$ cat config.mk
export PLATFORM = sky130hd
export DESIGN_NAME = axi_rd_tid_tracker
export DESIGN_NICKNAME = d
export VERILOG_FILES = /design/src/rtl/axi_rd_tid_pkg.sv /design/src/rtl/rd_tid_free_list.sv /design/src/rtl/axi_rd_tid_tracker.sv
export SDC_FILE = /design/constraint.sdc
export NUM_CORES = 1
export LEC_CHECK = 0
export BUFFER_PORTS_ARGS = -buffer_cell sky130_fd_sc_hd__buf_4
export CAP_MARGIN = 20
export CELL_PAD_IN_SITES_DETAIL_PLACEMENT = 0
export CELL_PAD_IN_SITES_GLOBAL_PLACEMENT = 1
export CORE_ASPECT_RATIO = 1.25
export CORE_MARGIN = 2
export CORE_UTILIZATION = 33
export CTS_CLUSTER_SIZE = 14
export DETAILED_ROUTE_END_ITERATION = 10
export PLACE_DENSITY_LB_ADDON = 0.1
export SYNTH_ARGS = -nofsm -noshare
export SYNTH_HDL_FRONTEND = slang
export SYNTH_SLANG_ARGS = --single-unit
$ cat constraint.sdc
create_clock -name clk_i -period 3.81 [get_ports clk_i]
set_input_delay 1.143 -clock clk_i [delete_from_list [all_inputs] [get_ports clk_i]]
set_output_delay 1.143 -clock clk_i [all_outputs]
set_load 0.02 [all_outputs]
$ cat src/rtl/axi_rd_tid_pkg.sv
// Shared types for the AXI read-ID tracker: per-ID table entry, registered AR
// request, default widths and the outstanding-cap legality check.
package axi_rd_tid_pkg;

  localparam int unsigned PkgAxiIdWidth  = 4;
  localparam int unsigned PkgMemTidWidth = 4;
  localparam int unsigned PkgAddrWidth   = 64;
  localparam int unsigned PkgLenWidth    = 8;

  // One entry per AXI ID: allocated flag and the cache tid it belongs to.
  typedef struct packed {
    logic                      valid;
    logic [PkgMemTidWidth-1:0] tid;
  } id_entry_t;

  // Contents of the AR output register.
  typedef struct packed {
    logic [PkgAddrWidth-1:0]  addr;
    logic [PkgAxiIdWidth-1:0] id;
    logic [PkgLenWidth-1:0]   len;
  } ar_req_t;

  // The outstanding cap must be at least one and no larger than the ID pool.
  function automatic bit max_outstanding_ok(input int unsigned id_width,
                                            input int unsigned max_out);
    return (max_out >= 1) && (max_out <= (32'd1 << id_width));
  endfunction

  // The shared struct types are sized by the package widths above.
  function automatic bit widths_match_pkg(input int unsigned id_width,
                                          input int unsigned tid_width,
                                          input int unsigned addr_width);
    return (id_width == PkgAxiIdWidth) && (tid_width == PkgMemTidWidth) &&
           (addr_width == PkgAddrWidth);
  endfunction

endpackage

$ cat src/rtl/rd_tid_free_list.sv
// Free-ID finder: given the free vector, returns the lowest-index free ID and
// whether any ID is free. Purely combinational (trailing-zero count).
module rd_tid_free_list #(
  parameter int unsigned NumIds   = 16,
  parameter int unsigned IdxWidth = 4
) (
  input  logic [NumIds-1:0]   free_i,
  output logic [IdxWidth-1:0] idx_o,
  output logic                any_o
);

  // Scan from the top down so the lowest set bit is the last one written.
  always_comb begin
    idx_o = '0;
    for (int unsigned i = NumIds; i > 0; i--) begin
      if (free_i[i-1]) begin
        idx_o = IdxWidth'(i - 1);
      end
    end
  end

  assign any_o = |free_i;

endmodule

$ cat src/rtl/axi_rd_tid_tracker.sv
// AXI read transaction-ID tracker. Allocates a free AXI ID per accepted cache
// read, remembers the cache tid against it and restores it on every R beat.
// AR channel registered; R channel is a combinational lookup.
// Optional: AXI_RD_TID_TRACKER_CHECK_EN drops R beats on unallocated IDs and
// pulses err_unexp_id_o.
module axi_rd_tid_tracker
  import axi_rd_tid_pkg::*;
#(
  parameter int unsigned AxiIdWidth     = PkgAxiIdWidth,
  parameter int unsigned MemTidWidth    = PkgMemTidWidth,
  parameter int unsigned AddrWidth      = PkgAddrWidth,
  parameter int unsigned DataWidth      = 64,
  parameter int unsigned MaxOutstanding = 16
) (
  input  logic                                    clk_i,
  input  logic                                    rst_ni,
  // cache read request
  input  logic                                    req_valid_i,
  output logic                                    req_ready_o,
  input  logic [AddrWidth-1:0]                    req_addr_i,
  input  logic [MemTidWidth-1:0]                  req_tid_i,
  input  logic [7:0]                              req_len_i,
  // AXI AR
  output logic                                    ar_valid_o,
  input  logic                                    ar_ready_i,
  output logic [AddrWidth-1:0]                    ar_addr_o,
  output logic [AxiIdWidth-1:0]                   ar_id_o,
  output logic [7:0]                              ar_len_o,
  // AXI R
  input  logic                                    r_valid_i,
  output logic                                    r_ready_o,
  input  logic [AxiIdWidth-1:0]                   r_id_i,
  input  logic [DataWidth-1:0]                    r_data_i,
  input  logic [1:0]                              r_resp_i,
  input  logic                                    r_last_i,
  // cache response
  output logic                                    rsp_valid_o,
  input  logic                                    rsp_ready_i,
  output logic [MemTidWidth-1:0]                  rsp_tid_o,
  output logic [DataWidth-1:0]                    rsp_data_o,
  output logic                                    rsp_last_o,
  output logic                                    rsp_error_o,
  // status
  output logic [$clog2(MaxOutstanding+1)-1:0]     outstanding_o,
  output logic                                    busy_o,
  output logic                                    err_unexp_id_o
);

  localparam int unsigned NumIds   = 2 ** AxiIdWidth;
  localparam int unsigned CntWidth = $clog2(MaxOutstanding + 1);
  localparam bit          ParamsOk = max_outstanding_ok(AxiIdWidth, MaxOutstanding) &&
                                     widths_match_pkg(AxiIdWidth, MemTidWidth, AddrWidth);

  if (!ParamsOk) begin : g_param_check
    $error("axi_rd_tid_tracker: illegal MaxOutstanding or widths differ from axi_rd_tid_pkg");
  end

  id_entry_t             tbl_q [NumIds];
  id_entry_t             tbl_d [NumIds];
  logic [NumIds-1:0]     free_vec;
  logic [AxiIdWidth-1:0] alloc_id;
  logic                  any_free;
  logic                  below_cap;
  logic                  alloc;
  logic                  dealloc;
  logic                  entry_valid;
  logic                  hit;

  ar_req_t               ar_q, ar_d;
  logic                  ar_valid_q, ar_valid_d;
  logic [CntWidth-1:0]   cnt_q, cnt_d;

  logic                  unused_resp_lsb;
  assign unused_resp_lsb = r_resp_i[0];

  // Free vector from the pre-update table: an ID released this cycle is not
  // visible as free until the next cycle.
  always_comb begin
    free_vec = '0;
    for (int unsigned i = 0; i < NumIds; i++) begin
      free_vec[i] = !tbl_q[i].valid;
    end
  end

  rd_tid_free_list #(
    .NumIds   (NumIds),
    .IdxWidth (AxiIdWidth)
  ) u_free_list (
    .free_i (free_vec),
    .idx_o  (alloc_id),
    .any_o  (any_free)
  );

  assign below_cap   = cnt_q < CntWidth'(MaxOutstanding);
  assign req_ready_o = (!ar_valid_q || ar_ready_i) && any_free && below_cap;
  assign alloc       = req_valid_i && req_ready_o;

  assign entry_valid = tbl_q[r_id_i].valid;

`ifdef AXI_RD_TID_TRACKER_CHECK_EN
  logic err_q;

  // Beats on unallocated IDs are swallowed: always ready, never forwarded.
  assign hit            = entry_valid;
  assign rsp_valid_o    = r_valid_i && hit;
  assign r_ready_o      = hit ? rsp_ready_i : 1'b1;
  assign err_unexp_id_o = err_q;

  // Single-cycle pulse the cycle after an unexpected-ID beat.
  always_ff @(posedge clk_i or negedge rst_ni) begin
    if (!rst_ni) begin
      err_q <= 1'b0;
    end else begin
      err_q <= r_valid_i && !hit;
    end
  end
`else
  assign hit            = 1'b1;
  assign rsp_valid_o    = r_valid_i;
  assign r_ready_o      = rsp_ready_i;
  assign err_unexp_id_o = 1'b0;
`endif

  assign rsp_tid_o   = tbl_q[r_id_i].tid;
  assign rsp_data_o  = r_data_i;
  assign rsp_last_o  = r_last_i;
  assign rsp_error_o = r_resp_i[1];

  // Only a last beat on an allocated entry releases it, so the counter tracks
  // allocated entries even if a stale ID is forwarded unchecked.
  assign dealloc = r_valid_i && r_ready_o && r_last_i && hit && entry_valid;

  // Table update: release first, then allocate (the two never hit one index).
  always_comb begin
    for (int unsigned i = 0; i < NumIds; i++) begin
      tbl_d[i] = tbl_q[i];
    end
    if (dealloc) begin
      tbl_d[r_id_i].valid = 1'b0;
    end
    if (alloc) begin
      tbl_d[alloc_id].valid = 1'b1;
      tbl_d[alloc_id].tid   = req_tid_i;
    end
  end

  // AR register: load on accept, otherwise drain on ar_ready_i.
  always_comb begin
    ar_d       = ar_q;
    ar_valid_d = ar_valid_q;
    if (alloc) begin
      ar_valid_d = 1'b1;
      ar_d.addr  = req_addr_i;
      ar_d.id    = alloc_id;
      ar_d.len   = req_len_i;
    end else if (ar_ready_i) begin
      ar_valid_d = 1'b0;
    end
  end

  // Outstanding counter; allocation is gated at the cap so it cannot wrap.
  always_comb begin
    cnt_d = cnt_q;
    unique case ({alloc, dealloc})
      2'b10:   cnt_d = cnt_q + CntWidth'(1);
      2'b01:   cnt_d = cnt_q - CntWidth'(1);
      default: cnt_d = cnt_q;
    endcase
  end

  // State registers.
  always_ff @(posedge clk_i or negedge rst_ni) begin
    if (!rst_ni) begin
      for (int unsigned i = 0; i < NumIds; i++) begin
        tbl_q[i] <= '0;
      end
      ar_q       <= '0;
      ar_valid_q <= 1'b0;
      cnt_q      <= '0;
    end else begin
      for (int unsigned i = 0; i < NumIds; i++) begin
        tbl_q[i] <= tbl_d[i];
      end
      ar_q       <= ar_d;
      ar_valid_q <= ar_valid_d;
      cnt_q      <= cnt_d;
    end
  end

  assign ar_valid_o    = ar_valid_q;
  assign ar_addr_o     = ar_q.addr;
  assign ar_id_o       = ar_q.id;
  assign ar_len_o      = ar_q.len;
  assign outstanding_o = cnt_q;
  assign busy_o        = cnt_q != '0;

endmodule

Word level (Yosys, flattened, before mapping)

Index checks and enable logic that the tools add are counted.

Logic and storage cells: 111
Bits of input ports: 153
Register bits: 162
Output and inout port bits: 157

Add/sub/neg operators: 2
Reductions and logical operators: 30
Bitwise logic cells: 2
Order comparisons: 5
Eq/ne operators: 2
Muxes and demuxes: 33

Operators with widths:

| operator                                                              | number |
|---|---|
| 80-bit bitwise mux                                                    | 3 |
| 80-bit 2-to-1 mux                                                     | 2 |
| 4-bit 2-to-1 mux                                                      | 17 |
| 5-bit demux with 4-bit select                                         | 3 |
| 5-bit binary-select mux with 4-bit select                             | 1 |
| 5-bit 2-to-1 mux                                                      | 4 |
| 1-bit zero test                                                       | 17 |
| 16-bit OR reduction                                                   | 1 |
| 5-bit >= comparator (second input constant)                           | 2 |
| 5-bit by 1-bit < comparator with 1-bit output (second input constant) | 2 |
| 4-bit NOT with 5-bit output                                           | 2 |
| 5-bit one-hot mux with 2 select lines                                 | 1 |
| 1-bit logical AND                                                     | 8 |
| 5-bit by 1-bit adder with 5-bit output (second input constant)        | 1 |
| 5-bit < comparator (second input constant)                            | 1 |
| 5-bit nonzero test                                                    | 1 |
| 5-bit by 1-bit subtractor with 5-bit output (second input constant)   | 1 |
| 2-bit nonzero test                                                    | 2 |
| 2-bit by 1-bit == test with 1-bit output (second input constant)      | 1 |
| 2-bit == test (second input constant)                                 | 1 |
| 1-bit 2-to-1 mux                                                      | 2 |
| 1-bit logical OR                                                      | 1 |

Depth between registers and ports, before layout

Depth after elaboration: 24
Depth in mapped cells: 15
Gate-level depth less buffers: 14

By module

A second synthesis with hierarchy kept.

Cells, all modules: 593
Area, all modules: 7,892.6 µm²

Modules (own cells, without submodules):

| module             | seq. area each (µm²) | cells each | times used | area each (µm²) |
|---|---|---|---|---|
| axi_rd_tid_tracker | 4,053.9              | 559        | 1          | 7,716.2 |
| rd_tid_free_list   | 0.0                  | 34         | 1          | 176.4 |

Worst setup path before layout

OpenSTA, ideal clock, no wires.

Kind: input -> output
Start: input r_id_i[0]
End: output rsp_tid_o[1]
Required time: 2,667 ps
Buffers on the path: 2
Stages: 4
Path slack: -97 ps
Data arrival time: 2,764 ps
Cells stage by stage: buf_2 buf_2 mux4_2 mux4_2

Longest elaborated chain between the ends: 4

RTL lines:

| what                                                | line                      | source |
|---|---|---|
| start, declared                                     | axi_rd_tid_tracker.sv:32  | `input logic [AxiIdWidth-1:0] r_id_i,` |
| 4-bit NOT with 5-bit output (not written as such)   | axi_rd_tid_tracker.sv:124 | `assign rsp_tid_o = tbl_q[r_id_i].tid;` |
| 5-bit binary-select mux with 4-bit select           | axi_rd_tid_tracker.sv:124 |  |
| 5-bit 2-to-1 mux (not written as such) (2 in a row) | axi_rd_tid_tracker.sv:124 |  |
| end, declared                                       | axi_rd_tid_tracker.sv:39  | `output logic [MemTidWidth-1:0] rsp_tid_o,` |

Every way passes these cells. The select of a mux whose other input is x is not followed.

Worst setup path in the final report

Start: input r_id_i[0]
End: output rsp_tid_o[0]

Same word-level chain as after synthesis.

==> impl.org <==
** Hold path
- The path class of the tightest hold or removal check is flop to flop.

** CTS
- Number of buffers added by the clock tree synthesis step :: 17
- Clock Path Buffers :: 2
- In this run the clock root is driven by a sky130_fd_sc_hd__clkbuf_16.
- Maximum level of the CTS H-tree :: 4
- After clock tree synthesis, the clock-pin slew on the worst setup and hold paths is 0.07 ns.
- The later pin in the worst-skew pair is clocked with a latency of 0.43 ns.
- TritonCTS built the clock tree.
- The clock drives about 160 sinks.

** Finish
- Layout cell share with drive strength beyond 1 :: 0.3910
- Synthesis-to-finish area growth :: 22.05%
- Leaving out fill and tap cells, the most frequent cells in the layout are sky130_fd_sc_hd__nand2_1, sky130_fd_sc_hd__buf_4, sky130_fd_sc_hd__dfrtp_1, sky130_fd_sc_hd__mux2_2, sky130_fd_sc_hd__mux4_2.
- For this run, the post-layout net count is 994.
- Commonest non-fill, non-tap cell in the layout :: sky130_fd_sc_hd__nand2_1
- The number of antenna diodes in the final layout is 0.
- Area taken by multi-input logic gates :: about 3100 um2
- Combined flip-flop and latch cell area :: 4054 um2
- Filler cells :: 2329

** Die
- The die is 177.1 um tall.
- For this configuration, the core starts out at a cell density of 0.3346.
- Ports placed on the boundary :: 310
- The floorplan has 63 rows.
- Area of the die :: 25240 um2
- From left edge to right edge, the die measures 142.5 um.
- The floorplan step defined a core boundary enclosing 23650 um2.

** Global route
- The number of global-route vias before repair is 5876.
- Antenna violations before repair :: 0
- Global-route congestion overflow total :: 0
- Global-route wire length before repair :: 32040 um
- For met1 alone, demand over resource in global routing was 0.1898.
- Global-route usage over all layers :: 0.1650
- For met2 alone, demand over resource in global routing was 0.2722.
- Global routing's busiest layer :: met2
- Maximum number of pins on one net before global-route repair :: 78
- Met3 usage in global routing :: 0.07549

** Flow run
- Max cap viols :: 0

** STA
- Final setup violation count :: 0
- Setup clock skew after layout :: ~0.0076 ns
- In the finished design, the share of the clock period the worst path needs comes to 0.9845.
- Measured against its own limit, the worst slew margin works out to 0.3375.
- RSZ-0062 raised after global routing :: false
- Final period demand of the worst path :: approximately 3.8 ns
- Fin. max-slew vios :: 0
- At the pin with the least slew margin, the transition time is 0.9937 ns.
- Maximum clock frequency :: 266.6 MHz
- The final number of hold-violating endpoints is 0.
- Hold timing on the final database bottoms out at a slack of 0.4763 ns.

** Detailed routing
- Via density :: 4.774
- The routed layout has 5447 vias.
- DRC Markers :: 0
- Initial DRC Count :: 165
- Total wire length :: 19970 um
- After detailed routing, the average wire length per cell comes to 17.50 um.
- The first detailed-routing pass took 4 iterations.
- Once detail routing completed, the nets flagged for antenna violations numbered 0.

** Pwr
- Across the VDD grid, the largest voltage drop is 0.0002895 V.
- Of the total power, registers draw 0.402.
- Clock share of power :: 0.280
- Pwr Density :: 614.6 nW/um2
- The internal power of the cells totals 0.003788 W.
- Of the total power, combinational logic draws 0.318.
- Leak pwr :: 4.962 nW
- Sw power :: 0.002146 W
- Switching power share of the total :: 0.3616
- Total design power :: 0.005934 W

** Synth
- Of all cell types, the one taking the most synthesized area is sky130_fd_sc_hd__dfrtp_1.
- Sorting the synthesized cells by area gives the leading types as sky130_fd_sc_hd__dfrtp_1, sky130_fd_sc_hd__nand2_1, sky130_fd_sc_hd__buf_4, sky130_fd_sc_hd__mux2_2, sky130_fd_sc_hd__mux4_2.
- The number of nets handed over by synthesis was 883.
- After synthesis, the share of flip-flops with an asynchronous set or reset is 1.000.
- Count of synthesis-stage warnings from yosys :: 0
- Yosys mapped a number of flops with a built-in enable equal to 0.
- Of the synthesized area, sequential elements account for 0.5124.
- Of the post-synthesis cell area, the dominant cell type holds 0.5124.
- Number of distinct library cells after synthesis :: 55
- Number of flip-flops and latches in the synthesized netlist :: between 150 and 200
- In the synthesized netlist, the number of instances is 725.
- Synth Area per Inst :: 10.91 um2
- Cell Area, Synth :: about 7900 um2
- Ys flop type :: sky130_fd_sc_hd__dfrtp_1

** Outcome
- Result of the run :: complete, no violations

** Setup path
- The critical path in this run is classified as input port to output port.
- Worst-case register-to-register setup slack :: 0.72 ns
- In this design, the critical path's most frequently occurring cell is sky130_fd_sc_hd__mux4_2.
- The worst setup path is launched from an input port.
- Critical Path Fanout Max :: 20
- The number of buffers and inverters on the critical path is 2.
- On the worst path, the slowest cell contributes a delay of 0.57 ns.
- The critical path goes through buf_8 -> mux4_2 -> mux4_2 -> buf_4.
- Worst endpoint required time :: 2.67 ns
- Critical-path top delay cell :: sky130_fd_sc_hd__mux4_2
- Signal arrival time at the worst endpoint :: 2.61 ns
- Critical path endpoint category :: output port
- Broken down by cell family, the worst path's largest delay share belongs to multiplexers.

** Placed design
- Port buffering added between 150 and 200 buffers.
- Routability-driven placement finished with a final weighted congestion of between 0.7 and 0.8.
- Sum of net half-perimeters after detailed placement :: between 10000 and 15000 um
layer usage:
layer  up-vias  part of all wire
li1       2563                 -
met1      2665              0.40
met2       183              0.49
met3        36             0.097
met4         0             0.017
met5         -                 0
cells by family (layout without fill, tap and decap cells):
logic type | Yosys count | in the layout | synth area share
buffers and inverters | 113 | 237 | 0.09125
xor gates and xnor gates | 5 | 5 | 0.005536
adders and majority gates | 5 | 5 | 0.008857
AOI/OAI and AO/OA | 43 | 43 | 0.03717
DFF | 162 | 162 | 0.5124
and+or+nand+nor | 307 | 307 | 0.1779
other | 1 | 1 | 0.0004740
muxes | 89 | 89 | 0.1664
per-stage QoR:
stage               setup slack, ns  instance area, um2  instances  utilization  setup TNS [ns]
CTS                         0.04057                9656       1141       0.4083               0
global placement            -0.1056                9080       1109       0.3840         -0.5739
finish                      0.05911                9656       1141       0.4083               0
floorplan                   0.01601                7919        725            -               0
global route               0.001960                9656       1141       0.4083               0
detailed placement          -0.1276                9080       1109       0.3840         -0.6213
flip-flops by register name (all words and copies together) (netlist names):
| signal | cells |
|---|---|
| ar_len_o | 8 |
| tbl_q | 80 |
| ar_id_o | 4 |
| ar_addr_o | 64 |
| ar_valid_o | 1 |
| outstanding_o | 5 |
final timing paths:
path | from | endpoint | cells past startpoint
max in group asynchronous | rst_ni | tbl_q[51]$_DFFE_PN0P_ | 2
max | r_id_i[0] | rsp_tid_o[0] | 4
min | ar_len_o[3]$_DFFE_PN0P_ | ar_len_o[3]$_DFFE_PN0P_ | 2
min in group asynchronous | rst_ni | tbl_q[54]$_DFF_PN0_ | 1
min reg2reg | ar_len_o[3]$_DFFE_PN0P_ | ar_len_o[3]$_DFFE_PN0P_ | 2
max reg2reg | tbl_q[79]$_DFF_PN0_ | outstanding_o[4]$_DFFE_PN0P_ | 14
what timing repair did:
action,CTS,global route
setup endpoints to repair,4,0
hold buffers,0,0
gates resized for setup,2,0
setup buffers,0,0
cells in the mapped netlist (3+ instances only):
library cell,count
sky130_fd_sc_hd__nand2_1,242
sky130_fd_sc_hd__dfrtp_1,162
sky130_fd_sc_hd__buf_4,73
sky130_fd_sc_hd__mux2_2,48
sky130_fd_sc_hd__mux4_2,24
sky130_fd_sc_hd__buf_2,19
sky130_fd_sc_hd__o21ai_0,19
sky130_fd_sc_hd__nor2_1,14
sky130_fd_sc_hd__mux2_4,12
sky130_fd_sc_hd__clkbuf_1,11
sky130_fd_sc_hd__inv_1,9
sky130_fd_sc_hd__nand2b_1,8
sky130_fd_sc_hd__a21oi_1,6
sky130_fd_sc_hd__and3_1,5
sky130_fd_sc_hd__nand4_1,5
sky130_fd_sc_hd__a21o_1,4
sky130_fd_sc_hd__ha_1,4
sky130_fd_sc_hd__mux2_1,4
sky130_fd_sc_hd__nand3_1,4
sky130_fd_sc_hd__nor2b_1,3
sky130_fd_sc_hd__nor4_2,3
sky130_fd_sc_hd__xnor2_1,3
area by class of cell:
| type | instances | share of cell area |
|---|---|---|
| clock buffers | 17 | 0.04406 |
| well taps | 292 | 0.03784 |
| inverters | 10 | 0.003888 |
| multi-input cells | 450 | 0.3255 |
| flip-flops and latches | 162 | 0.4199 |
| clock inverters | 15 | 0.01477 |
| repair buffers | 195 | 0.1541 |
power groups by stage:
stage,sequential (W),combinational (W),clock [W]
after global placement,0.00240,0.00190,0
after detailed placement,0.00240,0.00193,0
after global routing,0.00244,0.00207,0.00180
after CTS,0.00239,0.00192,0.00172
final,0.00239,0.00189,0.00166
after floorplan,0.00280,0.000717,0
tightest hold or removal path, cell delays in order (launching register included):
cell and delay, ns:
sky130_fd_sc_hd__dfrtp_1 0.34, sky130_fd_sc_hd__nand2_1 0.05, sky130_fd_sc_hd__nand2_1 0.05
Power figures use the tool's default switching activity.
